[config.mk]
export PLATFORM = sky130hd
export DESIGN_NAME = multi_box_pixel_gen
export DESIGN_NICKNAME = d
export VERILOG_FILES = /design/src/rtl/box_gen_pkg.sv /design/src/rtl/box_motion.sv /design/src/rtl/multi_box_pixel_gen.sv
export SDC_FILE = /design/constraint.sdc
export NUM_CORES = 1
export LEC_CHECK = 0
export CORE_ASPECT_RATIO = 0.5
export CORE_UTILIZATION = 35
export CTS_CLUSTER_DIAMETER = 80
export DETAILED_ROUTE_END_ITERATION = 12
export HOLD_SLACK_MARGIN = 0.06
export PLACE_DENSITY = 0.58
export SYNTH_ARGS = -nofsm -noshare
export SYNTH_HDL_FRONTEND = slang
export SYNTH_SLANG_ARGS = --single-unit
export TNS_END_PERCENT = 1
[constraint.sdc]
create_clock -name rfr_clk -period 4.9 [get_ports rfr_clk]
set_input_delay 0.49 -clock rfr_clk [delete_from_list [all_inputs] [get_ports rfr_clk]]
set_output_delay 0.49 -clock rfr_clk [all_outputs]
set_load 0.03 [all_outputs]
[src/rtl/box_gen_pkg.sv]
// Shared constants, colour tables and helpers for the multi-box pixel generator.
package box_gen_pkg;

    localparam int unsigned COLOR_W = 24;
    localparam int unsigned DIR_W   = 4;

    // move_dir bit positions
    localparam int unsigned DIR_RIGHT = 0;
    localparam int unsigned DIR_UP    = 1;
    localparam int unsigned DIR_DOWN  = 2;
    localparam int unsigned DIR_LEFT  = 3;

    typedef enum logic {
        MODE_MANUAL = 1'b0,
        MODE_BOUNCE = 1'b1
    } mode_e;

    typedef struct packed {
        logic [7:0] r;
        logic [7:0] g;
        logic [7:0] b;
    } rgb_t;

    localparam logic [COLOR_W-1:0] DEF_COLOR [8] = '{
        24'hFF0000, 24'h00FF00, 24'h0000FF, 24'hFFFF00,
        24'hFF00FF, 24'h00FFFF, 24'hFF8000, 24'h8000FF
    };

    localparam logic [COLOR_W-1:0] ALT_COLOR [8] = '{
        24'h800000, 24'h008000, 24'h000080, 24'h808000,
        24'h800080, 24'h008080, 24'h804000, 24'h400080
    };

    localparam logic [COLOR_W-1:0] OFF_COLOR = 24'h101010;

    // Initial top-left corner of box i
    function automatic int unsigned x0(input int unsigned i, input int unsigned box_w);
        return 16 + i * (box_w + 16);
    endfunction

    function automatic int unsigned y0(input int unsigned i, input int unsigned box_h);
        return 16 + i * (box_h / 2);
    endfunction

endpackage

[src/rtl/box_motion.sv]
// Position and bounce-direction state for one box, updated once per frame tick.
module box_motion
    import box_gen_pkg::*;
#(
    parameter int unsigned PIXEL_W     = 12,
    parameter int unsigned LINE_W      = 12,
    parameter int unsigned X_MAX       = 576,
    parameter int unsigned Y_MAX       = 432,
    parameter int unsigned X_INIT      = 16,
    parameter int unsigned Y_INIT      = 16,
    parameter bit          DY_INIT_NEG = 1'b0
) (
    input  logic               rfr_clk,
    input  logic               reset_n,
    input  logic               frame_tick_i,
    input  logic               move_en_i,
    input  mode_e              mode_i,
    input  logic [DIR_W-1:0]   move_dir_i,
    input  logic [PIXEL_W-1:0] step_i,
    output logic [PIXEL_W-1:0] x_o,
    output logic [LINE_W-1:0]  y_o
);

    localparam logic [PIXEL_W:0] X_LIM = (PIXEL_W+1)'(X_MAX);
    localparam logic [LINE_W:0]  Y_LIM = (LINE_W+1)'(Y_MAX);

    logic [PIXEL_W-1:0] x_q, x_d;
    logic [LINE_W-1:0]  y_q, y_d;
    logic               dx_neg_q, dx_neg_d;
    logic               dy_neg_q, dy_neg_d;

    // Boundary arithmetic one bit wider than the coordinate so nothing wraps
    logic [PIXEL_W:0]   x_step, x_inc;
    logic [LINE_W:0]    y_step, y_inc;
    logic [PIXEL_W-1:0] x_dec;
    logic [LINE_W-1:0]  y_dec;
    logic               x_hit_lo, x_hit_hi, y_hit_lo, y_hit_hi;

    assign x_step   = {1'b0, step_i};
    assign y_step   = {1'b0, LINE_W'(step_i)};
    assign x_inc    = {1'b0, x_q} + x_step;
    assign y_inc    = {1'b0, y_q} + y_step;
    assign x_dec    = x_q - step_i;
    assign y_dec    = y_q - LINE_W'(step_i);
    assign x_hit_lo = ({1'b0, x_q} <= x_step);
    assign y_hit_lo = ({1'b0, y_q} <= y_step);
    assign x_hit_hi = (x_inc >= X_LIM);
    assign y_hit_hi = (y_inc >= Y_LIM);

    // Next position/direction: manual steering or bounce, only on an enabled tick
    always_comb begin
        x_d      = x_q;
        y_d      = y_q;
        dx_neg_d = dx_neg_q;
        dy_neg_d = dy_neg_q;
        if (frame_tick_i && move_en_i) begin
            if (mode_i == MODE_MANUAL) begin
                if (move_dir_i[DIR_RIGHT]) begin
                    x_d = x_hit_hi ? X_LIM[PIXEL_W-1:0] : x_inc[PIXEL_W-1:0];
                end else if (move_dir_i[DIR_LEFT]) begin
                    x_d = x_hit_lo ? '0 : x_dec;
                end else if (move_dir_i[DIR_DOWN]) begin
                    y_d = y_hit_hi ? Y_LIM[LINE_W-1:0] : y_inc[LINE_W-1:0];
                end else if (move_dir_i[DIR_UP]) begin
                    y_d = y_hit_lo ? '0 : y_dec;
                end
            end else begin
                if (!dx_neg_q) begin
                    x_d      = x_hit_hi ? X_LIM[PIXEL_W-1:0] : x_inc[PIXEL_W-1:0];
                    dx_neg_d = x_hit_hi;
                end else begin
                    x_d      = x_hit_lo ? '0 : x_dec;
                    dx_neg_d = !x_hit_lo;
                end
                if (!dy_neg_q) begin
                    y_d      = y_hit_hi ? Y_LIM[LINE_W-1:0] : y_inc[LINE_W-1:0];
                    dy_neg_d = y_hit_hi;
                end else begin
                    y_d      = y_hit_lo ? '0 : y_dec;
                    dy_neg_d = !y_hit_lo;
                end
            end
        end
    end

    // Motion state register
    always_ff @(posedge rfr_clk or negedge reset_n) begin
        if (!reset_n) begin
            x_q      <= PIXEL_W'(X_INIT);
            y_q      <= LINE_W'(Y_INIT);
            dx_neg_q <= 1'b0;
            dy_neg_q <= DY_INIT_NEG;
        end else begin
            x_q      <= x_d;
            y_q      <= y_d;
            dx_neg_q <= dx_neg_d;
            dy_neg_q <= dy_neg_d;
        end
    end

    assign x_o = x_q;
    assign y_o = y_q;

endmodule

[src/rtl/multi_box_pixel_gen.sv]
// Draws NUM_BOXES layered rectangles; positions move once per synchronised v_sync rise.
module multi_box_pixel_gen
    import box_gen_pkg::*;
#(
    parameter int unsigned NUM_BOXES = 4,
    parameter int unsigned PIXEL_W   = 12,
    parameter int unsigned LINE_W    = 12,
    parameter int unsigned H_ACTIVE  = 640,
    parameter int unsigned V_ACTIVE  = 480,
    parameter int unsigned BOX_W     = 64,
    parameter int unsigned BOX_H     = 48,
    parameter int unsigned STEP_SLOW = 2,
    parameter int unsigned STEP_FAST = 8
) (
    input  logic                 rfr_clk,
    input  logic                 reset_n,
    input  logic                 video_on,
    input  logic [PIXEL_W-1:0]   pixel_cnt,
    input  logic [LINE_W-1:0]    line_cnt,
    input  logic                 v_sync,
    input  logic [NUM_BOXES-1:0] move_en,
    input  logic [NUM_BOXES-1:0] alt_color,
    input  logic                 bounce_en,
    input  logic [DIR_W-1:0]     move_dir,
    input  logic                 speed,
    output logic                 frame_tick,
    output logic [7:0]           p_red,
    output logic [7:0]           p_green,
    output logic [7:0]           p_blue
);

    localparam int unsigned X_MAX = H_ACTIVE - BOX_W;
    localparam int unsigned Y_MAX = V_ACTIVE - BOX_H;

    if (NUM_BOXES < 1 || NUM_BOXES > 8) begin : g_bad_count
        $error("NUM_BOXES must be 1..8");
    end

    logic                 vs_meta_q, vs_sync_q, vs_prev_q, frame_tick_q;
    logic [NUM_BOXES-1:0] hit_c, hit_q;
    logic                 vid_q;
    rgb_t                 color_c, rgb_q;
    logic [PIXEL_W-1:0]   step_c;
    mode_e                mode_c;
    logic [PIXEL_W-1:0]   box_x [NUM_BOXES];
    logic [LINE_W-1:0]    box_y [NUM_BOXES];

    assign step_c = speed ? PIXEL_W'(STEP_FAST) : PIXEL_W'(STEP_SLOW);
    assign mode_c = bounce_en ? MODE_BOUNCE : MODE_MANUAL;

    // v_sync synchroniser and rising-edge pulse
    always_ff @(posedge rfr_clk or negedge reset_n) begin
        if (!reset_n) begin
            vs_meta_q    <= 1'b0;
            vs_sync_q    <= 1'b0;
            vs_prev_q    <= 1'b0;
            frame_tick_q <= 1'b0;
        end else begin
            vs_meta_q    <= v_sync;
            vs_sync_q    <= vs_meta_q;
            vs_prev_q    <= vs_sync_q;
            frame_tick_q <= vs_sync_q & ~vs_prev_q;
        end
    end

    for (genvar i = 0; i < NUM_BOXES; i++) begin : g_box
        if (x0(i, BOX_W) > X_MAX || y0(i, BOX_H) > Y_MAX) begin : g_bad_init
            $error("initial box position out of range");
        end

        box_motion #(
            .PIXEL_W     (PIXEL_W),
            .LINE_W      (LINE_W),
            .X_MAX       (X_MAX),
            .Y_MAX       (Y_MAX),
            .X_INIT      (x0(i, BOX_W)),
            .Y_INIT      (y0(i, BOX_H)),
            .DY_INIT_NEG ((i % 2) == 1)
        ) u_motion (
            .rfr_clk      (rfr_clk),
            .reset_n      (reset_n),
            .frame_tick_i (frame_tick_q),
            .move_en_i    (move_en[i]),
            .mode_i       (mode_c),
            .move_dir_i   (move_dir),
            .step_i       (step_c),
            .x_o          (box_x[i]),
            .y_o          (box_y[i])
        );

        assign hit_c[i] = (pixel_cnt >= box_x[i]) &&
                          ({1'b0, pixel_cnt} < {1'b0, box_x[i]} + (PIXEL_W+1)'(BOX_W)) &&
                          (line_cnt >= box_y[i]) &&
                          ({1'b0, line_cnt} < {1'b0, box_y[i]} + (LINE_W+1)'(BOX_H));
    end

    // Lowest-index hit wins; otherwise background
    always_comb begin
        color_c = rgb_t'(OFF_COLOR);
        for (int i = int'(NUM_BOXES) - 1; i >= 0; i--) begin
            if (hit_q[i]) begin
                color_c = alt_color[i] ? rgb_t'(ALT_COLOR[i]) : rgb_t'(DEF_COLOR[i]);
            end
        end
    end

    // Two-stage pixel pipeline: hit flags, then gated colour
    always_ff @(posedge rfr_clk or negedge reset_n) begin
        if (!reset_n) begin
            hit_q <= '0;
            vid_q <= 1'b0;
            rgb_q <= '0;
        end else begin
            hit_q <= hit_c;
            vid_q <= video_on;
            rgb_q <= vid_q ? color_c : '0;
        end
    end

    assign frame_tick = frame_tick_q;
    assign p_red      = rgb_q.r;
    assign p_green    = rgb_q.g;
    assign p_blue     = rgb_q.b;

endmodule

==> out/qor.csv <==
metric,value,unit
status,completed,
synth_top_family_by_area,compound AO/OA/AOI/OAI gates,
fill_cells,4035,
postCtsHoldBufs,0,
final_nets,2021,
drc,0,
fin_skew,10.6,ps
grt_pass1_wl,69500,um
yosys.area_share.simple,0.193,
slew_headroom,0.385,
startpoint,speed,
drive_above_1_share,0.0434,
cts_setup_buffers,0,
p_leak,6.46,nW
regArea,0.00307,mm2
start_util,0.357,
vdd_drop_max,288,uV
cts.sinks,122,
hold_violations,0,
wl_met2,19500,um
reg2reg_to,hit_q[1],
setup_violations,0,
ios,67,
reg2regPathDepth,8,
clock_latency,450,ps
synth-seq-area-share,0.221,
setup_ws,1300,ps
num_rows,51,
grt_pass1_vias,12800,
htreeDepth,4,
slew_violations,0,
finalCriticalPeriod,3600,ps
routabilityCongestion,0.920,
drt_iter0_drc,981,
synth_edf_count,0,
synthFlopType,dfrtp_1,
num_antenna_cells,0,
power_density,416,mW/mm2
antenna_found_initial,0,
rsz0062_at_grt,no,
yosys.area_share.adder,0.194,
io_buffers,66,
synth-compound-area-share,0.294,
worst-slew-pin-transition,922,ps
hp-class,input port to async pin,
cp-start-kind,input port,
coreArea,0.0391,mm2
max_stage_delay,540,ps
clk_pin_slew_worst_paths,60,ps
fin_cells,2306,
async_reset_ff_frac,1.00,
ys_types,83,
grt_max_degree,86,
grtUsageTotal,0.215,
netlist_instances,1751,
die_w,284,um
synth.avg_cell_area,7.95,um2
path_class,input port to flop,
finalCritPeriodShare,0.736,
syn_nets,2009,
cp_max_fo,24,
root_buffer,clkbuf_16,
ys_ff_latch,122,
critPathRequiredTime,5270,ps
die_area,0.0406,mm2
place_ws,917,ps
cp_slowest_cell,a2111oi_1,
endpoint_kind,flop,
yosysWarnings,0,
met1Wirelength,20400,um
tns,0,ps
wl_met3,2380,um
die_y,143,um
synth-xor-area-share,0.0340,
clock.fmax,0.277,GHz
cp_cell_sequence,clkdlybuf4s50_1 > inv_1 > buf_4 > ha_1 > nand2b_1 > a2111oi_1 > o221ai_1 > a41oi_1 > nor3_2 > a2111oi_0 > a21oi_1,
worstReg2RegStart,g_box[1].u_motion.y_o[4],
drt_first_pass_iters,5,
clockBufferDepth,2,
max-cap-violations,0,
cts_tree,built,
overflow,0,
dp.cells,2274,
synth_area,0.0139,mm2
ctsResizeCount,0,
dp_hpwl,32500,um
wl,43200,um
vias_per_cell,5.87,
cp.arrival,3970,ps
ant_nets,0,
wire_per_inst,18.8,um
top_layer,met4,
r2r_setup_slack,1700,ps
via_count,13500,
multi_input_area,0.00998,mm2
area_delta_synth_final,11.6,%
cts_buffers,17,
synthMuxAreaShare,0.00144,
==> routing by layer <==
| layer | global-route usage | up-vias |
|---|---|---|
| li1 | - | 6610 |
| met1 | 0.288 | 6434 |
| met2 | 0.351 | 424 |
| met3 | 0.0374 | 66 |
| met4 | 0.0722 | 0 |
| met5 | 0 | - |
==> through the flow <==
stage	hold WS [ps]	total power [mW]	instance area (um2)	utilization
2_1_floorplan	194	4.16	13900	-
3_3_place_gp	352	5.06	14900	0.383
3_5_place_dp	360	5.07	14900	0.383
4_1_cts	157	6.44	15500	0.398
5_1_grt	199	7.02	15500	0.398
6_report	68.2	6.46	15500	0.398
==> cell usage in the layout (no fill, tap or decap), types with 14 or more instances in the layout <==
cell / n
nand2_1: 115
a211oi_1: 28
a21o_1: 26
ha_1: 216
dfstp_2: 16
a21oi_1: 139
nor2_1: 119
nor4_1: 26
a31oi_1: 23
o21a_1: 28
nand2b_1: 37
o211ai_1: 27
o31ai_1: 23
and2_1: 14
and3_1: 29
nand3_1: 52
a211o_1: 19
o21ai_0: 147
nor3_1: 42
clkbuf_16: 17
nand4_1: 16
xnor2_1: 48
nor2b_1: 27
a221oi_1: 19
clkdlybuf4s50_1: 65
dfrtp_1: 106
inv_1: 125
==> registers in the layout (all words and copies together), names as in the netlist <==
signal and flops:
vs_sync_q 1, p_green 3, g_box.u_motion.dx_neg_q 4, p_blue 3, vs_meta_q 1, hit_q 4, g_box.u_motion.y_o 48, g_box.u_motion.x_o 48
vs_prev_q 1, vid_q 1, g_box.u_motion.dy_neg_q 4, frame_tick 1, p_red 3
==> kinds of logic (layout without fill, tap and decap cells) <==
group / count (synthesis) / after routing
and+or+nand+nor: 531 / 531
adders and majority gates: 216 / 216
buffers and inverters: 212 / 237
AOI/OAI and AO/OA: 614 / 614
xor gates and xnor gates: 54 / 54
muxes: 2 / 2
DFF: 122 / 122
==> worst max path at each step <==
stage / slack, ps / to / cells after the start
6_report: 1300 / g_box[2].u_motion.x_o[5] / 11
5_1_grt: 1000 / g_box[2].u_motion.x_o[5] / 12
4_1_cts: 1370 / g_box[2].u_motion.x_o[5] / 11
3_5_place_dp: 920 / g_box[2].u_motion.x_o[5] / 11
3_3_place_gp: 970 / g_box[2].u_motion.x_o[5] / 11
2_1_floorplan: 1700 / g_box[2].u_motion.x_o[5] / 9
==> power by group <==
part	total [mW]	leakage, nW	internal (mW)	switching, mW
clock	1.34	0.291	0.816	0.520
sequential	1.77	1.52	1.29	0.479
combinational	3.36	4.65	1.35	2.01
total	6.46	6.46	3.45	3.01
==> synthesized netlist by cell type, types with 19 or more instances <==
library cell	count	area, um2
a211oi_1	28	210
o31ai_1	23	173
a31oi_1	23	144
xnor2_1	48	420
a221oi_1	19	166
a211o_1	19	166
a21oi_1	139	696
dfrtp_1	106	2650
nor4_1	26	163
ha_1	216	2700
and3_1	29	181
o21ai_0	147	736
nand2_1	115	432
nand3_1	52	260
clkbuf_1	56	210
a21o_1	26	195
o211ai_1	27	203
nor2b_1	27	169
inv_1	125	469
nand2b_1	37	231
nor2_1	119	447
o21a_1	28	210
nor3_1	42	210
==> worst max-delay path, delay by kind of cell <==
kind	cells	cell delay (ps)
buffers and inverters	3	880
AO/OA/AOI/OAI	5	1750
adder cells (fa/ha/maj)	1	360
AND/OR/NAND/NOR	2	450
==> final cells by class <==
type / instances / share of cell area
clock buffers: 26 / 0.0328
multi-input cells: 1417 / 0.642
repair buffers: 78 / 0.0484
inverters: 127 / 0.0307
clock inverters: 6 / 0.00556
flip-flops and latches: 122 / 0.198
well taps: 530 / 0.0427
Note: power is estimated with default switching activity, not from simulation.
